### config.mk
export PLATFORM = sky130hd
export DESIGN_NAME = keypad_debounce
export DESIGN_NICKNAME = d
export VERILOG_FILES = /design/src/rtl/keypad_pkg.sv /design/src/rtl/keypad_debounce_sync2.sv /design/src/rtl/keypad_debounce.sv
export SDC_FILE = /design/constraint.sdc
export NUM_CORES = 1
export LEC_CHECK = 0
export CAP_MARGIN = 20
export CORE_MARGIN = 2
export CORE_UTILIZATION = 30
export CTS_CLUSTER_DIAMETER = 150
export DETAILED_ROUTE_END_ITERATION = 16
export GPL_ROUTABILITY_DRIVEN = 0
export PLACE_DENSITY = 0.5
export SLEW_MARGIN = 20
export SYNTH_ARGS = -nofsm -noshare
export SYNTH_HDL_FRONTEND = slang
export SYNTH_HIERARCHICAL = 1
export SYNTH_SLANG_ARGS = --single-unit
### constraint.sdc
create_clock -name clk -period 5.1 [get_ports clk]
set_input_delay 0.51 -clock clk [delete_from_list [all_inputs] [get_ports clk]]
set_output_delay 0.51 -clock clk [all_outputs]
set_load 0.01 [all_outputs]
### src/rtl/keypad_pkg.sv
// Shared keypad types: debouncer state encoding and the 4-bit key code used by
// the scanner, the debouncer and the display driver.
package keypad_pkg;

  typedef enum logic [1:0] {
    IDLE         = 2'd0,
    PRESS_WAIT   = 2'd1,
    HELD         = 2'd2,
    RELEASE_WAIT = 2'd3
  } deb_state_t;

  typedef logic [3:0] key_code_t;

endpackage

### src/rtl/keypad_debounce_sync2.sv
// Two-flop synchroniser for the asynchronous key-down flag; 2-cycle latency,
// synchronous active-low reset clears both stages to 0.
module sync2 (
  input  logic clk,
  input  logic reset,
  input  logic d,
  output logic q
);

  logic [1:0] sync_q;
  logic [1:0] sync_d;

  always_comb begin
    sync_d = {sync_q[0], d};
  end

  always_ff @(posedge clk) begin
    if (!reset) begin
      sync_q <= 2'b00;
    end else begin
      sync_q <= sync_d;
    end
  end

  assign q = sync_q[1];

endmodule

### src/rtl/keypad_debounce.sv
// Keypad debouncer: one key_valid pulse per qualified press, 2+DEBOUNCE_CYCLES+1 edges after a
// stable rise; freezes the scanner while qualifying/holding. KEY_REPEAT_EN adds auto-repeat.
module keypad_debounce
  import keypad_pkg::*;
#(
  parameter int DEBOUNCE_CYCLES = 20000,
  parameter int REPEAT_CYCLES   = 400000
) (
  input  logic       clk,
  input  logic       reset,
  input  logic       key_raw,
  input  logic [3:0] key_code,
  output logic       scan_hold,
  output logic       key_valid,
  output logic [3:0] key_value,
  output logic [3:0] digit_new,
  output logic [3:0] digit_old
);

  localparam int CW = $clog2(DEBOUNCE_CYCLES + 1);
  localparam logic [CW-1:0] CNT_LAST = CW'(DEBOUNCE_CYCLES - 1);

  logic ksync;

  sync2 u_sync2 (
    .clk   (clk),
    .reset (reset),
    .d     (key_raw),
    .q     (ksync)
  );

  deb_state_t state_q, state_d;
  logic [CW-1:0] cnt_q, cnt_d;
  key_code_t cap_code_q, cap_code_d;
  logic key_valid_q, key_valid_d;
  key_code_t key_value_q, key_value_d;
  key_code_t digit_new_q, digit_new_d;
  key_code_t digit_old_q, digit_old_d;
  logic fire;

`ifdef KEY_REPEAT_EN
  localparam int RW = $clog2(REPEAT_CYCLES + 1);
  localparam logic [RW-1:0] RCNT_LAST = RW'(REPEAT_CYCLES - 1);
  logic [RW-1:0] rcnt_q, rcnt_d;
`endif

  always_comb begin
    state_d     = state_q;
    cnt_d       = cnt_q;
    cap_code_d  = cap_code_q;
    key_valid_d = 1'b0;
    key_value_d = key_value_q;
    digit_new_d = digit_new_q;
    digit_old_d = digit_old_q;
    fire        = 1'b0;
`ifdef KEY_REPEAT_EN
    rcnt_d      = rcnt_q;
`endif

    unique case (state_q)
      IDLE: begin
        if (ksync) begin
          state_d    = PRESS_WAIT;
          cap_code_d = key_code;
          cnt_d      = '0;
        end
      end
      PRESS_WAIT: begin
        if (!ksync) begin
          state_d = IDLE;
          cnt_d   = '0;
        end else if (cnt_q == CNT_LAST) begin
          state_d = HELD;
          cnt_d   = '0;
          fire    = 1'b1;
`ifdef KEY_REPEAT_EN
          rcnt_d  = '0;
`endif
        end else begin
          cnt_d = cnt_q + CW'(1);
        end
      end
      HELD: begin
        if (!ksync) begin
          state_d = RELEASE_WAIT;
          cnt_d   = '0;
        end
`ifdef KEY_REPEAT_EN
        // Repeat timing only advances while the key reads down in HELD.
        else if (rcnt_q == RCNT_LAST) begin
          fire   = 1'b1;
          rcnt_d = '0;
        end else begin
          rcnt_d = rcnt_q + RW'(1);
        end
`endif
      end
      RELEASE_WAIT: begin
        if (ksync) begin
          state_d = HELD;
          cnt_d   = '0;
        end else if (cnt_q == CNT_LAST) begin
          state_d = IDLE;
          cnt_d   = '0;
        end else begin
          cnt_d = cnt_q + CW'(1);
        end
      end
      default: begin
        state_d = IDLE;
        cnt_d   = '0;
      end
    endcase

    if (fire) begin
      key_valid_d = 1'b1;
      key_value_d = cap_code_q;
      digit_old_d = digit_new_q;
      digit_new_d = cap_code_q;
    end
  end

  always_ff @(posedge clk) begin
    if (!reset) begin
      state_q     <= IDLE;
      cnt_q       <= '0;
      cap_code_q  <= '0;
      key_valid_q <= 1'b0;
      key_value_q <= '0;
      digit_new_q <= '0;
      digit_old_q <= '0;
`ifdef KEY_REPEAT_EN
      rcnt_q      <= '0;
`endif
    end else begin
      state_q     <= state_d;
      cnt_q       <= cnt_d;
      cap_code_q  <= cap_code_d;
      key_valid_q <= key_valid_d;
      key_value_q <= key_value_d;
      digit_new_q <= digit_new_d;
      digit_old_q <= digit_old_d;
`ifdef KEY_REPEAT_EN
      rcnt_q      <= rcnt_d;
`endif
    end
  end

  assign scan_hold = (state_q != IDLE);
  assign key_valid = key_valid_q;
  assign key_value = key_value_q;
  assign digit_new = digit_new_q;
  assign digit_old = digit_old_q;

endmodule
==> reports/qor.txt, run 1 <==
Status - finished clean
R2R Path Start - cnt_q[0]
Distinct cells, synth - 41
Wire length per cell - 12.7 um
Final setup fails - 0
# fillers - 524
N_diodes - 0
Crit path capture - cnt_q[12]
CORE AREA - 5040 um^2
Synthesized area per cell - 8.45 um^2
Reg area - 641 um^2
Num CTS Buffers - 5
Initial Util - 30.8%
Final period util - 50.9%
LEAKAGE - 0.679 nW
Worst Hold Launch - cap_code_q[3]
Total GRT Usage - 12.7%
Max_cap viols - 0
Row count - 26
CP peak stage delay - 0.88 ns
Clk pin slew, worst setup/hold paths - 0.07 ns
R2R cell count - 5
Area Growth Syn to Fin - 19.8%
Number of synthesis warnings - 6
Min cycle time layout - 2.60 ns
Post-synthesis register bit count - 32
Post-Syn Area - 1560 um^2
Final number of hold-violating endpoints - 0
CTS root buffer - clkbuf_8
Post-synth EDFFs - 0
Max VDD drop - 0.112 mV
Hold Path Class - flip-flop to flip-flop
Syn Nets - 192
Skew final - 0.00582 ns
Footprint of the multi-input gates - 805 um^2
Class of the most critical setup path - input pin to flip-flop
Vias in the first global route - 1198
CP arrival - 2.80 ns
Synth area leaders - dfxtp_1, nand2_1, mux2i_1, a31oi_1, nand3_1
Longest Clk Path Bufs - 2
Cells after Synth - 184
Total wire length - 3410 um
R2r endpoint - digit_new[0]
Cell Count Post-Placement - 260
Hold Buf Count CTS - 0
Yosys top cell area share - 41.2%
Final Instance Count excl. Fillers - 268
Drt drc - 0
FF-to-FF setup slack - 2.60 ns
Pin count of the biggest net entering global routing - 24
Resize count post-CTS - 0
Layout Nets - 205
Die Width - 76 um
Most used flip-flop cell after synthesis - dfxtp_1
Worst EP required - 5.30 ns
CP startpoint - reset
Die H - 76 um
Cell Pwr Density - 275 nW/um^2
Relative slew slack - 50.8%
Post-synth top area cell - dfxtp_1
DR vias/cell - 5.03
Post-synthesis sequential area ratio - 41.2%
Clk_lat worst skew - 0.28 ns
Worst-Margin Slew - 0.732 ns
Detailed Route Iter0 Violations - 50
Slowest-stage cell, CP - clkdlybuf4s50_1
DRT antenna net count - 0
Antenna violations before repair - 0
Buffer count from post-CTS setup fixing - 0
CP Capture Type - flip-flop
CTS tree - done
Most common cell in the netlist - dfxtp_1
Post-DP HPWL - 2350 um
Post-synthesis async set-or-reset flop share - 0%
RSZ-0062 raised after global routing - false
Htree depth - 2
Setup crit start kind - input pin
# clock sinks - 32
Pre-Repair DR Iteration Count - 4
Layout cells sized above 1 - 6.06%
Die area - 5780 um^2
Top fanout value on the critical path - 19
Fmax - 385 MHz
Top Ports - 21
Post-synth top cells - dfxtp_1, nand2_1, a31oi_1, nand3_1, a21oi_1
Grt ovf - 0
Pins Over Slew Limit - 0
Routed via count - 1347
Cell breakdown of the critical path - clkdlybuf4s50_1 > clkinv_1 > nor3_1 > a31oi_1 > o22ai_1
Total negative slack - 0 ns
Port-buffer cells - 20
Hold_ws - 0.457 ns
First-pass GRT wire length - 5980 um
cells by family after synthesis:
kind of cell               after synthesis  synth area share (%)
DFF                                     32                  41.2
and+or+nand+nor                         84                  29.9
adders and majority gates                1                 0.804
xor gates and xnor gates                 2                  1.13
muxes                                    8                  5.15
AOI/OAI and AO/OA                       37                  14.7
buffers and inverters                   20                  7.08
per-layer routing:
| metal | wire [um] | track usage, % | share of wire, % | vias to the layer above |
|---|---|---|---|---|
| met5 | 0 | 0 | 0 | - |
| met4 | 63 | 5.27 | 1.8 | 0 |
| met3 | 134 | 4.03 | 3.9 | 8 |
| met2 | 1490 | 18.8 | 44 | 22 |
| met1 | 1720 | 17.1 | 51 | 619 |
| li1 | - | - | - | 698 |
sequential cells by signal, indices dropped and copies added, names as in the netlist, named ones only:
register,cells
cap_code_q,4
key_valid,1
digit_new,4
digit_old,4
state_q,1
cnt_q,15
u_sync2/sync_q,2
placed cells by master, fill, tap and decap left out, drive strengths merged, types with 2 or more instances in the layout:
cell	netlist	final
and4	2	2
nand3	12	12
mux2i	8	8
nand2b	3	3
nand4	9	9
and2	5	5
or3	2	2
o22ai	3	3
clkdlybuf4s50	0	20
clkinv	1	2
xor2	2	2
nor2	6	6
inv	5	5
or4	3	3
a41oi	2	2
and3	4	4
nand2	27	27
nor3	3	3
a31oi	12	12
a21oi	9	9
clkbuf	5	6
dfxtp	32	32
o21ai	6	6
critical path: cells and delay by family:
family	cells	cell delay (ns)
AOI/OAI and AO/OA	2	0.27
and+or+nand+nor	1	0.70
buffers and inverters	2	1.31
through the flow:
step                power, mW  worst slack [ns]  util (%)  instance area, um^2
floorplan               0.269              3.43         -                 1560
global placement        0.278              2.21      34.8                 1760
detailed placement      0.278              2.18      34.8                 1760
CTS                     0.519              2.47      36.9                 1860
global route            0.535              2.16      36.9                 1860
finish                  0.512              2.50      36.9                 1860
worst min path at each step:
stage / endpoint / slack, ns / cells after the start
after floorplan: u_sync2/sync_q[1] / 0.41 / 1
after global placement: u_sync2/sync_q[1] / 0.44 / 1
after detailed placement: u_sync2/sync_q[1] / 0.44 / 1
after CTS: u_sync2/sync_q[1] / 0.46 / 1
after global routing: digit_old[2] / 0.48 / 2
final: digit_new[3] / 0.46 / 2
where the power goes:
part / leakage [nW] / internal, mW / switching (mW) / total, mW
combinational: 0.365 / 0.00799 / 0.0104 / 0.0184
clock: 0.0552 / 0.145 / 0.0956 / 0.240
sequential: 0.258 / 0.252 / 0.00165 / 0.254
total: 0.679 / 0.405 / 0.108 / 0.512
final cells by class:
type / instances / area share (%)
Multi-Input combinational cell: 132 / 43.2
Sequential cell: 32 / 34.4
Timing Repair Buffer: 20 / 10.7
Tap cell: 70 / 4.70
Clock buffer: 6 / 3.90
Clock inverter: 2 / 1.88
Inverter: 6 / 1.21
(Power assumes the default switching activity.)
==> run 2, diff against run 1 <==
==> constraint.sdc (replaced) <==
create_clock -name clk -period 2.43 [get_ports clk]
set_input_delay 0.243 -clock clk [delete_from_list [all_inputs] [get_ports clk]]
set_output_delay 0.243 -clock clk [all_outputs]
set_load 0.01 [all_outputs]
==> run 2 against run 1 <==
Compared with the run above:
- flip-flop and latch count unchanged
- largest power group unchanged
- worst setup slack lost 2.0 ns
- register-to-register slack got worse by 2.1 ns
- utilization increased by 0.97 points
- first-iteration DRC count rose by 14%
- critical path depth unchanged
- power grew 110%
- critical path type is now flip-flop to flip-flop
- critical endpoint is now digit_new[2]
- clock power rose by 110%
- highest routed layer unchanged
==> reports/qor.txt, run 2 (synthesized netlist as in run 1, its figures left out) <==
CORE AREA - 5040 um^2
Design Area, Final - 1910 um^2
Pre-Repair DR Iteration Count - 4
CTS tree - done
Routed wl met2 - 1590 um
DR vias/cell - 4.97
Slowest-stage cell, CP - or3_1
Max FFs per register - 15
Final setup fails - 0
WP buf/inv - 0
Grt ovf - 0
Total negative slack - 0 ns
Most common cell after layout, fill and taps aside - dfxtp_1
Row count - 26
Cell breakdown of the critical path - ha_1 > and4b_1 > nand4_2 > or3_1 > mux2i_1
Die Width - 76 um
Wire length per cell - 12.6 um
Final number of hold-violating endpoints - 0
RSZ-0062 raised after global routing - false
Htree depth - 2
N_diodes - 0
FF-to-FF setup slack - 0.52 ns
Status - finished clean
Total wire length - 3450 um
R2R Path Start - cnt_q[0]
Clk pin slew, worst setup/hold paths - 0.07 ns
Antenna violations before repair - 0
Port-buffer cells - 20
Relative slew slack - 56.1%
# clock sinks - 32
Resize count post-CTS - 0
Cell area after placement - 1800 um^2
Max_cap viols - 0
Met1 Wirelength - 1710 um
Routed via count - 1363
Pins Over Slew Limit - 0
Area Growth Syn to Fin - 22.9%
Worst Hold Launch - u_sync2/sync_q[0]
Layout cells sized above 1 - 9.31%
Die area - 5780 um^2
R2R cell count - 5
LEAKAGE - 0.708 nW
DRT antenna net count - 0
CP Capture Type - flip-flop
Hold Path Cell Cnt - 1
CP arrival - 2.07 ns
Layout Nets - 211
Cell Pwr Density - 568 nW/um^2
Place WS - 0.490 ns
Setup crit start kind - flip-flop
Fmax - 525 MHz
R2r endpoint - digit_new[2]
CP delay by family, top - simple AND/OR/NAND/NOR gates
Initial Util - 30.8%
Skew final - 0.00533 ns
Final WS setup - 0.524 ns
Top fanout value on the critical path - 8
Min cycle time layout - 1.91 ns
Buffer count from post-CTS setup fixing - 0
Drt drc - 0
Longest Clk Path Bufs - 2
Top reg by flops - cnt_q
Max VDD drop - 0.217 mV
Detailed Route Iter0 Violations - 57
Top sig layer - met4
Clk_lat worst skew - 0.29 ns
Hold Buf Count CTS - 0
CP peak stage delay - 0.58 ns
Top Ports - 21
Routed met3 length - 103 um
Layout Utilization - 37.9%
Final period util - 78.4%
Post-DP HPWL - 2390 um
Hold Path Class - flip-flop to flip-flop
Num CTS Buffers - 5
Pin count of the biggest net entering global routing - 23
Vias in the first global route - 1213
CTS root buffer - clkbuf_8
First-pass GRT wire length - 5830 um
Worst-Margin Slew - 0.658 ns
Total GRT Usage - 12.6%
Endpoint, Worst Hold - u_sync2/sync_q[1]
Class of the most critical setup path - flip-flop to flip-flop
Most frequent cells in the layout - dfxtp_1, nand2_1, clkdlybuf4s50_1, nand3_1, a31oi_1
Worst EP required - 2.59 ns
Die H - 76 um
run 2: worst max-delay path by stage:
stage | start | end | slack (ns) | cells after the start
finish | cnt_q[0] | digit_new[2] | 0.52 | 5
global route | cnt_q[0] | digit_old[1] | 0.39 | 5
CTS | cnt_q[0] | digit_new[2] | 0.51 | 5
detailed placement | reset | cnt_q[12] | 0.49 | 7
global placement | cnt_q[0] | digit_new[0] | 0.51 | 5
floorplan | cnt_q[0] | digit_new[0] | 0.76 | 6
run 2: through the flow:
stage                     total power [mW]  cells  hold slack (ns)
after CTS                             1.10    274            0.448
after global placement               0.588    266            0.436
after floorplan                      0.565    184            0.365
final                                 1.09    274            0.443
after detailed placement             0.588    266            0.428
after global routing                  1.13    274            0.469
run 2: worst reg2reg max path, stage by stage, from the launching register on:
cell     delay, ns
dfxtp_1       0.40
ha_1          0.25
and4b_1       0.25
nand4_2       0.11
or3_1         0.58
mux2i_1       0.19
run 2: area by class of cell:
cell class / count / area [um^2]
Inverter: 6 / 22.5
Multi-Input combinational cell: 132 / 805
Clock inverter: 3 / 42.5
Fill cell: 533 / 3130
Tap cell: 70 / 87.6
Clock buffer: 5 / 68.8
Sequential cell: 32 / 641
Timing Repair Buffer: 26 / 245
run 2: power by group:
group,internal (mW),switching [mW]
Combinational,0.0206,0.0237
Clock,0.303,0.207
Sequential,0.529,0.00271
Total,0.852,0.234
run 2: per-layer routing:
metal | GRT usage, % | up-vias
li1 | - | 706
met1 | 16.9 | 637
met2 | 19.1 | 14
met3 | 4.03 | 6
met4 | 4.91 | 0
met5 | 0 | -
==> run 3, diff against run 2 <==
==> constraint.sdc (replaced) <==
create_clock -name clk -period 1.9 [get_ports clk]
set_input_delay 0.19 -clock clk [delete_from_list [all_inputs] [get_ports clk]]
set_output_delay 0.19 -clock clk [all_outputs]
set_load 0.01 [all_outputs]
==> run 3 against run 2 <==
Compared with the run above:
- largest power group unchanged
- flip-flop and latch count stayed put
- critical path depth stayed put
- clock skew is 0.0033 ns higher
- count of clock-buffer cells in the layout stayed put
==> reports/qor.txt, run 3 (synthesized netlist as in run 1, its figures left out) <==
Design Area, Final - 1980 um^2
Fmax - 575 MHz
Top Ports - 21
Layout Nets - 218
Longest Clk Path Bufs - 2
Max FFs per register - 15
Hold Path Class - flip-flop to flip-flop
Clock power frac - 47.3%
CP Capture Type - flip-flop
Sw Share - 22.1%
Drt drc - 0
# clock sinks - 32
Detailed Route Iter0 Violations - 60
Wire length per cell - 13.0 um
CTS root buffer - clkbuf_8
First-pass GRT wire length - 5960 um
Final Instance Count excl. Fillers - 281
Total negative slack - 0 ns
Footprint of the multi-input gates - 810 um^2
Routed via count - 1424
Top reg by flops - cnt_q
Total wire length - 3670 um
Initial Util - 30.8%
Slowest-stage cell, CP - or4_1
Grt ovf - 0
CORE AREA - 5040 um^2
DRT antenna net count - 0
Layout cells sized above 1 - 12.8%
Pint - 1.09 mW
Clk pin slew, worst setup/hold paths - 0.07 ns
Hold Buf Count CTS - 0
CP arrival - 1.91 ns
Htree depth - 2
Clk_lat worst skew - 0.29 ns
Min cycle time layout - 1.74 ns
Vias in the first global route - 1219
Worst EP required - 2.07 ns
Most common cell after layout, fill and taps aside - dfxtp_1
Final number of hold-violating endpoints - 0
RSZ-0062 raised after global routing - false
DR vias/cell - 5.07
Seq pwr share - 48.5%
Row count - 26
Antenna violations before repair - 0
Final setup fails - 0
Die area - 5780 um^2
# fillers - 531
Pre-Repair DR Iteration Count - 4
Top fanout value on the critical path - 5
Cell Pwr Density - 707 nW/um^2
LEAKAGE - 0.750 nW
Switching power - 310 uW
Setup crit start kind - flip-flop
Cell area after placement - 1870 um^2
Worst-Margin Slew - 0.453 ns
Part of the power in combinational logic - 4.2%
Pins Over Slew Limit - 0
CTS tree - done
Port-buffer cells - 20
Class of the most critical setup path - flip-flop to flip-flop
Final period util - 91.6%
Buffer count from post-CTS setup fixing - 0
Total GRT Usage - 12.8%
Die H - 76 um
FF-to-FF setup slack - 0.16 ns
Num CTS Buffers - 5
Max_cap viols - 0
Area Growth Syn to Fin - 27.4%
Cell breakdown of the critical path - ha_1 > nand3_1 > or4_1 > a31oi_1 > o22ai_1
Post-DP HPWL - 2590 um
Die Width - 76 um
Relative slew slack - 69.7%
Pin count of the biggest net entering global routing - 23
Max VDD drop - 0.450 mV
Skew final - 0.00866 ns
Reg area - 641 um^2
Status - finished clean
CP peak stage delay - 0.61 ns
Most frequent cells in the layout - dfxtp_1, nand2_1, clkdlybuf4s50_1
Cell Count Post-Placement - 273
N_diodes - 0
run 3: final cells by class:
type,instances,area share [%]
Multi-Input combinational cell,132,40.8
Inverter,6,1.14
Sequential cell,32,32.3
Tap cell,70,4.42
Clock buffer,5,3.47
Timing Repair Buffer,33,15.7
Clock inverter,3,2.15
run 3: final timing paths:
path,startpoint,end,cells past startpoint
worst max-delay path,cnt_q[0],cnt_q[14],5
worst min register to register,u_sync2/sync_q[0],u_sync2/sync_q[1],1
worst min-delay path,u_sync2/sync_q[0],u_sync2/sync_q[1],1
worst max register to register,cnt_q[0],cnt_q[14],5
run 3: power by group through the flow:
| stage | registers [mW] | logic (mW) | clock network [mW] |
|---|---|---|---|
| after floorplan | 0.694 | 0.0295 | 0 |
| after global placement | 0.695 | 0.0597 | 0 |
| after detailed placement | 0.695 | 0.0597 | 0 |
| after CTS | 0.679 | 0.0599 | 0.678 |
| after global routing | 0.680 | 0.0655 | 0.714 |
| final | 0.679 | 0.0592 | 0.663 |
run 3: through the flow:
step / power, mW / hold WS, ns / setup slack (ns) / util [%]
after floorplan: 0.723 / 0.312 / 0.229 / -
after detailed placement: 0.755 / 0.419 / 0.0640 / 37.0
final: 1.40 / 0.435 / 0.161 / 39.3
after global placement: 0.755 / 0.418 / 0.104 / 37.0
after global routing: 1.46 / 0.445 / 0.00921 / 39.3
after CTS: 1.42 / 0.436 / 0.0640 / 39.2
run 3: what timing repair did:
item                                   4_1_cts  5_1_grt
endpoints found under the hold margin        0        0
setup endpoints to repair                    0        8
resized for setup                            0        1
run 3: critical path: cells and delay by family, from the launching register on:
kind | cells | cell delay, ns
AND/OR/NAND/NOR | 2 | 0.81
AO/OA/AOI/OAI | 2 | 0.28
adder cells (fa/ha/maj) | 1 | 0.21
flip-flops | 1 | 0.33
run 3: layer usage:
layer  routed length, um  track usage, %  vias up
li1                    -               -      720
met1                1760            17.3      669
met2                1710            19.9       31
met3                 145            2.84        4
met4                  51            4.91        0
met5                   0               0        -
